<file path="config.mk">
export PLATFORM = sky130hd
export DESIGN_NAME = clk_div_prog
export DESIGN_NICKNAME = d
export VERILOG_FILES = /design/src/rtl/clk_div_prog.sv
export SDC_FILE = /design/constraint.sdc
export NUM_CORES = 1
export LEC_CHECK = 0
export CELL_PAD_IN_SITES_DETAIL_PLACEMENT = 1
export CELL_PAD_IN_SITES_GLOBAL_PLACEMENT = 1
export CORE_ASPECT_RATIO = 1.5
export CORE_MARGIN = 3
export CORE_UTILIZATION = 41
export DETAILED_ROUTE_END_ITERATION = 7
export PLACE_DENSITY = 0.88
export RECOVER_POWER = 25
export SLEW_MARGIN = 20
export SYNTH_ARGS = -nofsm -noshare
export SYNTH_HDL_FRONTEND = slang
export SYNTH_SLANG_ARGS = --single-unit
</file>
<file path="constraint.sdc">
create_clock -name clock_in -period 4.3 [get_ports clock_in]
set_input_delay 0.86 -clock clock_in [delete_from_list [all_inputs] [get_ports clock_in]]
set_output_delay 0.86 -clock clock_in [all_outputs]
set_load 0.01 [all_outputs]
</file>
<file path="src/rtl/clk_div_prog.sv">
// ---------------------------------------------------------------------------
// clk_div_prog
//
// Runtime-programmable clock divider with enable. Produces a divided clock
// (idle high) and single-cycle phase ticks: rise, fall, mid-high, mid-low and
// period end. Intended as the SCL timing source of an I2C master; the mid-phase
// ticks serve as SDA change/sample points.
//
// All outputs are registered and reflect the counter value of the previous
// cycle. A new divisor is staged in a pending register and only becomes active
// on a period boundary, so clock_out never glitches.
//
// Parameters:
//   WIDTH       - width of divisor and counter
//   DEFAULT_DIV - divisor loaded at reset (values below 2 are treated as 2)
//
// Ports:
//   clock_in      in   system clock
//   reset_n       in   asynchronous active-low reset
//   enable        in   run divider; low holds counter at 0, clock_out high
//   div_in        in   new divisor value (0 and 1 clamp to 2)
//   div_load      in   single-cycle strobe capturing div_in
//   stretch_in    in   (CLK_DIV_PROG_STRETCH_EN only) hold the low phase at
//                      count D-1 while high
//   div_busy      out  captured divisor waiting for the period boundary
//   active_div    out  divisor currently in use
//   clock_out     out  divided clock
//   rise_tick     out  cycle in which clock_out goes 0->1
//   fall_tick     out  cycle in which clock_out goes 1->0
//   mid_high_tick out  quarter point of the high phase
//   mid_low_tick  out  quarter point of the low phase
//   period_tick   out  cycle after the counter passes D-1
//
// Optional feature macro: CLK_DIV_PROG_STRETCH_EN (adds stretch_in).
// ---------------------------------------------------------------------------
module clk_div_prog #(
  parameter int unsigned      WIDTH       = 16,
  parameter logic [WIDTH-1:0] DEFAULT_DIV = WIDTH'(4)
) (
  input  logic             clock_in,
  input  logic             reset_n,
  input  logic             enable,
  input  logic [WIDTH-1:0] div_in,
  input  logic             div_load,
`ifdef CLK_DIV_PROG_STRETCH_EN
  input  logic             stretch_in,
`endif
  output logic             div_busy,
  output logic [WIDTH-1:0] active_div,
  output logic             clock_out,
  output logic             rise_tick,
  output logic             fall_tick,
  output logic             mid_high_tick,
  output logic             mid_low_tick,
  output logic             period_tick
);

  localparam logic [WIDTH-1:0] ONE       = WIDTH'(1);
  localparam logic [WIDTH-1:0] TWO       = WIDTH'(2);
  localparam logic [WIDTH-1:0] RESET_DIV = (DEFAULT_DIV < TWO) ? TWO : DEFAULT_DIV;

  // State registers
  logic [WIDTH-1:0] count_q,   count_d;
  logic [WIDTH-1:0] active_q,  active_d;
  logic [WIDTH-1:0] pending_q, pending_d;
  logic             busy_q,    busy_d;
  logic             clk_q,     clk_d;
  logic             rise_q,    rise_d;
  logic             fall_q,    fall_d;
  logic             mid_hi_q,  mid_hi_d;
  logic             mid_lo_q,  mid_lo_d;
  logic             period_q,  period_d;

  // Derived per-period decode points for the active divisor
  logic [WIDTH-1:0] load_val;
  logic [WIDTH-1:0] last_w;
  logic [WIDTH-1:0] half_w;
  logic [WIDTH-1:0] quarter_w;
  logic [WIDTH-1:0] midlow_w;
  logic             at_last;
  logic             hold;
  logic             wrap;
  logic             level;
  logic             stretch;

`ifdef CLK_DIV_PROG_STRETCH_EN
  assign stretch = stretch_in;
`else
  assign stretch = 1'b0;
`endif

  always_comb begin
    load_val  = (div_in < TWO) ? TWO : div_in;
    last_w    = active_q - ONE;
    half_w    = active_q >> 1;
    quarter_w = active_q >> 2;
    // Low phase is D - D/2 cycles long; its quarter point sits halfway in.
    midlow_w  = half_w + ((active_q - half_w) >> 1);
    // >= keeps the counter bounded even if it were ever beyond D-1.
    at_last   = (count_q >= last_w);
    hold      = enable & at_last & stretch;
    wrap      = enable & at_last & ~hold;
    level     = (count_q < half_w);
  end

  always_comb begin
    count_d   = count_q;
    active_d  = active_q;
    pending_d = pending_q;
    busy_d    = busy_q;
    clk_d     = 1'b1;
    rise_d    = 1'b0;
    fall_d    = 1'b0;
    mid_hi_d  = 1'b0;
    mid_lo_d  = 1'b0;
    period_d  = 1'b0;

    if (!enable) begin
      // Idle: clock parked high; a low clock returns high with a rise tick.
      count_d = '0;
      clk_d   = 1'b1;
      rise_d  = ~clk_q;
      busy_d  = 1'b0;
      if (div_load) begin
        active_d = load_val;
      end else if (busy_q) begin
        active_d = pending_q;
      end
    end else begin
      if (wrap) begin
        count_d = '0;
      end else if (!hold) begin
        count_d = count_q + ONE;
      end

      clk_d    = level;
      // While held at D-1 the clock is already low, so rise/fall stay quiet.
      rise_d   = level & ~clk_q;
      fall_d   = ~level & clk_q;
      mid_hi_d = ~hold & (count_q == quarter_w);
      mid_lo_d = ~hold & (count_q == midlow_w);
      period_d = wrap;

      // A load coinciding with the wrap bypasses pending and wins over it.
      if (wrap) begin
        busy_d = 1'b0;
        if (div_load) begin
          active_d = load_val;
        end else if (busy_q) begin
          active_d = pending_q;
        end
      end else if (div_load) begin
        pending_d = load_val;
        busy_d    = 1'b1;
      end
    end
  end

  always_ff @(posedge clock_in or negedge reset_n) begin
    if (!reset_n) begin
      count_q   <= '0;
      active_q  <= RESET_DIV;
      pending_q <= '0;
      busy_q    <= 1'b0;
      clk_q     <= 1'b1;
      rise_q    <= 1'b0;
      fall_q    <= 1'b0;
      mid_hi_q  <= 1'b0;
      mid_lo_q  <= 1'b0;
      period_q  <= 1'b0;
    end else begin
      count_q   <= count_d;
      active_q  <= active_d;
      pending_q <= pending_d;
      busy_q    <= busy_d;
      clk_q     <= clk_d;
      rise_q    <= rise_d;
      fall_q    <= fall_d;
      mid_hi_q  <= mid_hi_d;
      mid_lo_q  <= mid_lo_d;
      period_q  <= period_d;
    end
  end

  assign div_busy      = busy_q;
  assign active_div    = active_q;
  assign clock_out     = clk_q;
  assign rise_tick     = rise_q;
  assign fall_tick     = fall_q;
  assign mid_high_tick = mid_hi_q;
  assign mid_low_tick  = mid_lo_q;
  assign period_tick   = period_q;

endmodule
</file>
==> results of run 1 <==
==> power by group through the flow <==
| stage | registers, mW | clock network [mW] | logic [mW] |
|---|---|---|---|
| global placement | 0.616 | 0 | 2.30 |
| floorplan | 0.642 | 0 | 1.44 |
| detailed placement | 0.622 | 0 | 2.43 |
| CTS | 0.612 | 0.479 | 2.66 |
| global route | 0.621 | 0.493 | 3.18 |
| finish | 0.616 | 0.468 | 2.97 |
==> worst register-to-register path: cells and delay by family, from the launching register on <==
kind                     cells  cell delay, ns
AND/OR/NAND/NOR              4            1.08
XOR/XNOR                     2            0.35
AO/OA/AOI/OAI                6            1.37
buffers and inverters        4            0.71
adder cells (fa/ha/maj)      2            0.59
flip-flops                   1            0.36
==> Yosys cell counts, types with 12 or more instances <==
master	n	area, µm²
a21o_1	12	90.1
a21oi_1	40	200
clkbuf_1	16	60.1
dfrtp_1	53	1330
ha_1	81	1010
inv_1	35	131
mux2_2	15	169
nand2_1	34	128
nand3_1	49	245
nand4b_1	16	140
nor2_1	48	180
nor3_1	16	80.1
o21ai_0	19	95.1
xnor2_1	42	368
xor2_1	32	280
==> final timing paths <==
kind,cells after the start,slack (ns),end
worst max-delay path,18,-0.22,mid_low_tick
worst min-delay path,1,0.51,pending_q[11]
worst max register to register,18,-0.22,mid_low_tick
worst min register to register,1,0.51,pending_q[11]
max in group asynchronous,2,0.85,active_div[0]
min in group asynchronous,1,0.68,count_q[11]
==> per-layer routing <==
| metal | part of all wire (%) | up-vias | GRT usage (%) |
|---|---|---|---|
| met1 | 37 | 2729 | 30.2 |
| met2 | 53 | 244 | 49.6 |
| met4 | 6.0 | 0 | 16.1 |
| met3 | 4.2 | 105 | 2.35 |
| li1 | - | 2418 | - |
| met5 | 0 | - | 0 |
==> metrics by stage <==
stage / util (%) / std cells / worst slack (ns) / TNS (ns) / instance area [µm²]
floorplan: - / 611 / 0.00491 / 0 / 5320
global placement: 50.8 / 859 / -0.565 / -0.565 / 6390
detailed placement: 50.8 / 859 / -0.727 / -0.727 / 6390
CTS: 53.8 / 876 / 0.00166 / 0 / 6760
global route: 55.5 / 889 / -0.357 / -2.15 / 6980
finish: 55.5 / 889 / -0.217 / -0.217 / 6980
==> logic make-up after synthesis <==
| kind of cell | after synthesis |
|---|---|
| fa+ha+maj | 83 |
| simple gates | 215 |
| xor+xnor | 75 |
| buf+inv | 56 |
| compound gates | 110 |
| flops | 55 |
| mux | 17 |
==> area by class of cell <==
class,instances,area [µm²]
fill,1451,5590
multi-input combinational,500,3980
sequential,55,1380
timing repair buffer,136,1130
tap,156,195
inverter,35,134
clock buffer,5,125
clock inverter,2,37.5
==> timing repair <==
action / 4_1_cts / 5_1_grt
setup endpoints to repair: 1 / 32
buffers inserted: 10 / 14
hold buffers: 0 / 0
pin swaps: 14 / 25
gates resized for setup: 29 / 25
==> sequential cells by signal, indices dropped and copies added (netlist names) <==
signal / cells
count_q: 16
rise_tick: 1
pending_q: 16
mid_low_tick: 1
mid_high_tick: 1
clock_out: 1
period_tick: 1
active_div: 16
fall_tick: 1
div_busy: 1
==> flow_metrics.py, run 1 <==
metrics = {
    "floorplanning": {
        "rows": 50,
        "design.die.area_um2": 14400,
        "die_width_um": 99.0,
        "initial_utilization_pct": 42.3,
        "coreArea_um2": 12600,
        "fp.dieH_um": 145,
        "ioPinCount": 43,
    },
    "detailed_routing": {
        "drt_iter0_markers": 353,
        "detail-route-antenna-nets": 0,
        "vias_per_cell": 6.18,
        "wire_per_inst_um": 24.1,
        "via_count": 5496,
        "firstDrtPassIters": 6,
        "finalWirelength_um": 21500,
        "drc": 0,
    },
    "critical_path": {
        "cp_top_family": "compound AO/OA/AOI/OAI gates",
        "crit_start": "active_div[3]",
        "slowest_stage": "or4_4",
        "crit_required_ns": 4.54,
        "critical_path.startpoint_type": "flop",
        "max_stage_delay_ns": 0.56,
        "critPathKind": "reg2reg",
        "cp-end-kind": "flop",
        "cpMostUsedCell": "buf_4",
        "arrival_ns": 4.76,
        "path_max_fanout": 4,
        "path_buf_inv": 4,
        "crit_chain": "inv_1 > ha_1 > nor2b_1 > o21bai_1 > a31oi_1 > buf_4 > a2111oi_2 > buf_4 > xor2_2 > ha_1 > xnor2_2 > buf_4 > a22o_1 > a21oi_1 > nand4_1 > or4_4 > a2111oi_4 > and3_4",
        "r2r_start": "active_div[3]",
    },
    "timing": {
        "slew-limit-headroom_pct": -60.6,
        "tightest_slew_ns": 2.41,
        "finalClockSkew_ns": 0.00705,
        "fmax_ghz": 0.221,
        "finalWorstSetupSlack_ns": -0.217,
        "whs_ns": 0.509,
        "hold_violations": 0,
        "rsz0062_at_grt": "true",
        "setup-violations-final": 1,
        "layout_min_cycle_time_ns": 4.52,
        "min_period_over_period_pct": 105,
        "slew_violations": 44,
    },
    "place": {
        "hpwlAfterDp_um": 14400,
        "place_congestion": 0.923,
        "io_buffer_count": 42,
    },
    "cells_and_area": {
        "final_cell_mix": "buf_4 (92), ha_1 (73), dfrtp_1 (53)",
        "insertedDiodeCount": 0,
        "area_growth_syn_to_layout_pct": 31.3,
        "drive_gt1_share_pct": 23.1,
        "final_common_cell": "buf_4",
        "nets": 836,
    },
    "yosys": {
        "syn_avg_cell_area_um2": 8.70,
        "synth_xor_area_share_pct": 12.5,
        "synth_top_family_by_area": "simple AND/OR/NAND/NOR gates",
        "synthAdderAreaFrac_pct": 19.8,
        "netlist_area_um2": 5320,
        "synth_simple_gate_area_share_pct": 21.0,
        "synth_ff_type": "dfrtp_1",
        "async_flop_share_pct": 100,
        "synthDistinctLibCells": 61,
        "synth_nets": 714,
        "syn_inst": 611,
        "synth.area.mux_share_pct": 3.79,
        "yosysSeqAreaShare_pct": 25.9,
        "synth_compound_area_share_pct": 12.9,
        "ys_ff_latch": 55,
        "yosysWarnings": 0,
        "synth_edf_count": 0,
    },
    "global_route": {
        "grt_max_degree": 44,
        "grt_pass1_wl_um": 31400,
        "grt-ovfl-total": 0,
        "antenna_found_initial": 0,
        "grt_pass1_vias": 5975,
        "grt_usage_pct": 27.3,
    },
    "min_path": {
        "min-delay-path-class": "reg2reg",
        "min_from": "pending_q[11]",
    },
    "power_and_ir_drop": {
        "comb_power_share_pct": 73.2,
        "cellLeakagePower_nw": 3.20,
        "switching_share_pct": 45.4,
        "clock_power_share_pct": 11.6,
        "internal-power_mw": 2.22,
        "seq_power_share_pct": 15.2,
        "p_sw_mw": 1.84,
        "power.total_mw": 4.05,
        "p_per_area_nw_per_um2": 581,
        "vdd_drop_max_uv": 217,
    },
    "cts": {
        "clk_pin_slew_ns": 0.08,
        "cts-root-buf": "clkbuf_16",
        "cts_tree": "yes",
        "cts_buffers": 5,
        "clk_latency_ns": 0.30,
        "cts_sinks": 55,
        "cts_buffer_depth": 2,
        "htreeDepth": 2,
    },
    "run_status": {
        "violations": "max-capacitance violations, max-slew violations, negative setup slack",
        "run_status": "finished, violations left",
    },
    "run": {
        "cap_violations": 1,
    },
}
(Power assumes the default switching activity.)
==> inputs of run 2 (changes only) <==
Settings changed: CORE_ASPECT_RATIO 1.5 to 0.6, MAX_ROUTING_LAYER from default to met4, SLEW_MARGIN 20 to default.
==> run 2 against run 1 <==
  * The flow still finishes with violations (max-capacitance violations, max-slew violations, negative setup slack)
  * Power rose by 2.4%
  * Critical path depth rose by 2
  * Count of clock-buffer cells in the layout did not move
  * Clock power rose by 10%
  * Global-route usage rose by 2.8 points
  * Cell count rose by 0.90%
  * Die area rose by 0.12%
  * Critical endpoint unchanged
==> flow_metrics.py, run 2 (same netlist as run 1, synthesis figures left out) <==
metrics = {
    "run_status": {
        "run_status": "finished, violations left",
        "violations": "max-capacitance violations, max-slew violations, negative setup slack",
    },
    "critical_path": {
        "max_stage_delay_ns": 0.53,
        "crit_start": "active_div[7]",
        "critical_path.startpoint_type": "flop",
        "slowest_stage": "or4_1",
        "cp_num_cells": 20,
        "crit_end": "mid_low_tick",
        "crit_required_ns": 4.55,
        "reg2reg_slack_ns": -0.17,
        "ff2ff_path_depth": 20,
        "rr_endpoint": "mid_low_tick",
        "r2r_start": "active_div[7]",
        "arrival_ns": 4.72,
        "path_max_fanout": 5,
        "critPathKind": "reg2reg",
        "cp-end-kind": "flop",
        "crit_chain": "inv_1 > buf_4 > ha_1 > inv_2 > a21oi_2 > a31oi_2 > buf_4 > a21oi_2 > nor2_1 > nor2_1 > xor2_1 > ha_1 > buf_4 > xor2_1 > o21ai_0 > nor2_1 > nand4_1 > or4_1 > a2111oi_2 > and3_1",
        "cp_top_family": "simple AND/OR/NAND/NOR gates",
        "path_buf_inv": 5,
    },
    "detailed_routing": {
        "via_count": 5543,
        "wire_per_inst_um": 25.0,
        "firstDrtPassIters": 6,
        "detail-route-antenna-nets": 0,
        "finalWirelength_um": 22400,
        "vias_per_cell": 6.18,
        "drc": 0,
        "drt_iter0_markers": 483,
    },
    "place": {
        "hpwlAfterDp_um": 16100,
        "placed_area_um2": 6450,
        "io_buffer_count": 42,
        "place_congestion": 0.925,
    },
    "timing": {
        "finalWorstSetupSlack_ns": -0.169,
        "tightest_slew_ns": 2.22,
        "fmax_ghz": 0.224,
        "setup-violations-final": 1,
        "min_period_over_period_pct": 104,
        "slew_violations": 36,
        "whs_ns": 0.512,
        "hold_violations": 0,
        "rsz0062_at_grt": "true",
        "slew-limit-headroom_pct": -48.0,
        "layout_min_cycle_time_ns": 4.47,
        "finalClockSkew_ns": 0.00964,
    },
    "cts": {
        "htreeDepth": 2,
        "clk_latency_ns": 0.31,
        "cts_sinks": 55,
        "cts_tree": "yes",
        "clk_pin_slew_ns": 0.09,
        "cts-root-buf": "clkbuf_16",
        "cts_buffers": 5,
        "cts_buffer_depth": 2,
    },
    "global_route": {
        "grt_pass1_vias": 5740,
        "grt_usage_pct": 30.1,
        "grt_pass1_wl_um": 32700,
        "grt-ovfl-total": 0,
        "antenna_found_initial": 0,
        "grt_max_degree": 36,
    },
    "cells_and_area": {
        "area_growth_syn_to_layout_pct": 32.0,
        "nets": 834,
        "fillCellCount": 1456,
        "final_common_cell": "buf_4",
        "final_cell_mix": "buf_4 (91), ha_1 (73), dfrtp_1 (51)",
        "drive_gt1_share_pct": 23.4,
        "insertedDiodeCount": 0,
        "design_area_um2": 7020,
    },
    "floorplanning": {
        "initial_utilization_pct": 43.0,
        "die_width_um": 153,
        "rows": 31,
        "ioPinCount": 43,
        "design.die.area_um2": 14400,
        "fp.dieH_um": 94.2,
        "coreArea_um2": 12400,
    },
    "run": {
        "cap_violations": 1,
    },
    "min_path": {
        "min-delay-path-class": "reg2reg",
    },
    "power_and_ir_drop": {
        "cellLeakagePower_nw": 3.22,
        "p_per_area_nw_per_um2": 592,
        "vdd_drop_max_uv": 278,
    },
}
==> run 2: cell types whose count changed in the layout (fill, tap and decap cells not counted), sizes merged <==
cell | previous run | this run
clkinv | 0 | 2
buf | 93 | 92
clkbuf | 7 | 6
clkinvlp | 1 | 0
==> run 2: layout make-up <==
type	instances	area, µm²	share of cell area (%)
clock inverters	3	55.1	0.784
flip-flops and latches	55	1380	19.7
well taps	165	206	2.94
multi-input cells	500	4010	57.2
inverters	35	131	1.87
repair buffers	134	1110	15.8
clock buffers	5	125	1.78
==> run 2: what timing repair did <==
item,in CTS,in global routing
cloned,0,0
pin swaps,13,25
setup buffers,3,11
hold buffers,0,0
resized for setup,25,30
endpoints found under the setup margin,1,1
==> run 2: worst min path at each step <==
stage,endpoint,from,cells past startpoint
final,pending_q[4],pending_q[4],1
after global routing,pending_q[1],pending_q[1],1
after CTS,rise_tick,clock_out,1
after detailed placement,rise_tick,clock_out,1
after global placement,pending_q[0],pending_q[0],2
after floorplan,pending_q[0],pending_q[0],2
==> run 2: stage by stage <==
step / worst slack (ns) / util [%] / TNS, ns / power [mW] / cells
floorplan: 0.00491 / - / 0 / 2.08 / 611
global placement: -0.0908 / 52.2 / -0.0908 / 2.95 / 875
detailed placement: -0.437 / 52.2 / -0.437 / 3.12 / 875
CTS: 0.00329 / 54.7 / 0 / 3.80 / 886
global route: -0.311 / 56.7 / -0.430 / 4.39 / 897
finish: -0.169 / 56.7 / -0.169 / 4.15 / 897
==> run 2: where the power goes <==
part	internal [mW]	leakage, nW	switching, mW	total (mW)
Sequential	0.568	0.692	0.0424	0.610
Combinational	1.41	2.44	1.62	3.03
Clock	0.282	0.0868	0.234	0.516
==> run 2: routing by layer <==
layer	GRT usage [%]	wire (µm)	vias up
met4	6.23	670	0
li1	-	-	2407
met2	47.0	9870	265
met3	6.44	1840	71
met5	-	0	-
met1	40.7	10000	2800
==> inputs of run 3 (changes only) <==
Clock period 4.3 ns to 3.7 ns, I/O delays scaled along.
==> run 3 against run 2 <==
  * Sequential power up 16%
  * Critical path depth unchanged
  * Power up 20%
  * Critical path type unchanged
  * The flow still finishes with violations (max-capacitance violations, max-slew violations, negative setup slack)
  * Wire length up 4.2%
  * Combinational power up 24%
  * Highest routed layer unchanged
  * Critical endpoint unchanged
==> flow_metrics.py, run 3 (same netlist as run 1, synthesis figures left out) <==
metrics = {
    "timing": {
        "finalWorstSetupSlack_ns": -0.752,
        "whs_ns": 0.512,
        "slew_violations": 35,
        "fmax_ghz": 0.225,
        "min_period_over_period_pct": 120,
        "finalClockSkew_ns": 0.00960,
        "setup-violations-final": 50,
        "hold_violations": 0,
        "layout_min_cycle_time_ns": 4.45,
        "slew-limit-headroom_pct": -29.8,
        "rsz0062_at_grt": "true",
        "tightest_slew_ns": 1.95,
    },
    "cts": {
        "hold_buffers": 0,
        "cts_buffer_depth": 2,
        "clk_latency_ns": 0.31,
        "clk_pin_slew_ns": 0.08,
        "cts_tree": "yes",
        "cts-root-buf": "clkbuf_16",
        "cts_buffers": 5,
        "htreeDepth": 2,
        "cts_sinks": 55,
    },
    "critical_path": {
        "max_stage_delay_ns": 0.58,
        "slowest_stage": "dfstp_2",
        "cpMostUsedCell": "buf_4",
        "critical_path.startpoint_type": "flop",
        "path_max_fanout": 4,
        "arrival_ns": 4.65,
        "cp-end-kind": "flop",
        "crit_chain": "buf_6 > fa_2 > o21bai_1 > a21oi_2 > o21ai_2 > a221oi_4 > buf_4 > o31ai_4 > buf_4 > buf_4 > xnor2_2 > buf_4 > ha_1 > and2_4 > buf_4 > a41o_1 > a21oi_1 > nor2_1 > mux4_2 > and3_1",
        "critPathKind": "reg2reg",
        "crit_required_ns": 3.90,
        "ff2ff_path_depth": 20,
    },
    "global_route": {
        "grt_max_degree": 35,
        "antenna_found_initial": 1,
        "grt-ovfl-total": 0,
        "grt_usage_pct": 32.7,
        "grt_pass1_wl_um": 35100,
        "grt_pass1_vias": 6146,
    },
    "power_and_ir_drop": {
        "p_per_area_nw_per_um2": 674,
        "vdd_drop_max_uv": 229,
        "cellLeakagePower_nw": 3.45,
    },
    "run_status": {
        "run_status": "finished, violations left",
        "violations": "max-capacitance violations, max-slew violations, negative setup slack",
    },
    "place": {
        "placedCellCount": 918,
        "placed_area_um2": 6850,
        "place_congestion": 0.987,
        "place_ws_ns": -0.926,
        "io_buffer_count": 42,
        "hpwlAfterDp_um": 17100,
    },
    "detailed_routing": {
        "drc": 0,
        "via_count": 5700,
        "detail-route-antenna-nets": 0,
        "finalWirelength_um": 23400,
        "wire_per_inst_um": 24.8,
        "drt_iter0_markers": 457,
        "firstDrtPassIters": 5,
        "vias_per_cell": 6.06,
    },
    "floorplanning": {
        "design.die.area_um2": 14400,
        "ioPinCount": 43,
        "coreArea_um2": 12400,
        "fp.dieH_um": 94.2,
        "rows": 31,
        "initial_utilization_pct": 43.0,
        "die_width_um": 153,
    },
    "cells_and_area": {
        "fillCellCount": 1445,
        "final_common_cell": "buf_4",
        "multi_input_area_um2": 4060,
        "design_area_um2": 7410,
        "area_growth_syn_to_layout_pct": 39.3,
        "nets": 877,
        "final-instance-count-excl-fill": 941,
        "regArea_um2": 1380,
        "drive_gt1_share_pct": 28.0,
        "final_cell_mix": "buf_4 (131), ha_1 (75), dfrtp_1 (49)",
    },
    "min_path": {
        "min-delay-path-class": "reg2reg",
        "min_path_cells": 1,
    },
    "run": {
        "cap_violations": 1,
    },
}
==> run 3: cell count changes in the layout (fill, tap and decap cells not counted), moves of 3 or more <==
cell,previous run,this run
buf_4,91,131
ha_4,7,3
a2111oi_2,3,0
a2111oi_4,0,3
a21oi_1,32,35
inv_2,4,1
nand3_1,49,46
nand3_2,0,3
==> run 3: repair_timing <==
item / 4_1_cts / 5_1_grt
resized for setup: 39 / 18
pin swaps: 26 / 20
setup buffers: 10 / 4
setup endpoints to repair: 51 / 50
==> run 3: cell type report <==
type / count / area share (%)
flip-flops and latches: 55 / 18.7
clock buffers: 6 / 1.88
repair buffers: 177 / 19.7
well taps: 165 / 2.79
multi-input cells: 500 / 54.8
clock inverters: 2 / 0.270
diodes: 1 / 0.0338
inverters: 35 / 1.81
==> run 3: routing by layer <==
layer  vias to the layer above  track usage (%)  routed length [µm]
li1                       2497                -                   -
met1                      2850             40.5               10100
met2                       275             53.0               10600
met3                        78             7.18                1790
met4                         0             12.0                 926
met5                         -                -                   0
==> run 3: power breakdown <==
group	internal [mW]	switching [mW]	leakage (nW)
combinational	1.77	1.98	2.68
sequential	0.661	0.0467	0.690
clock	0.277	0.259	0.0790
==> run 3: worst paths after layout <==
check / startpoint / to / slack (ns)
setup / recovery: active_div[2] / mid_low_tick / -0.75
hold / removal: pending_q[8] / pending_q[8] / 0.51
setup reg to reg: active_div[2] / mid_low_tick / -0.75
hold reg to reg: pending_q[8] / pending_q[8] / 0.51
max in group asynchronous: reset_n / active_div[7] / 1.48
min in group asynchronous: reset_n / pending_q[12] / 0.97
==> run 3: per-stage QoR <==
stage	setup TNS, ns	utilization (%)	total power, mW
finish	-6.42	59.9	4.99
global placement	-1.63	55.3	3.73
global route	-12.08	59.9	5.30
floorplan	-0.394	-	2.46
CTS	-1.79	59.0	4.78
detailed placement	-13.07	55.3	3.92
==> run 3: worst max-delay path: cells and delay by family, from the launching register on <==
kind / cells / cell delay (ns)
AOI/OAI and AO/OA: 7 / 1.28
buffers and inverters: 6 / 0.90
DFF: 1 / 0.58
adders and majority gates: 2 / 0.46
muxes: 1 / 0.45
and+or+nand+nor: 3 / 0.41
xor gates and xnor gates: 1 / 0.26
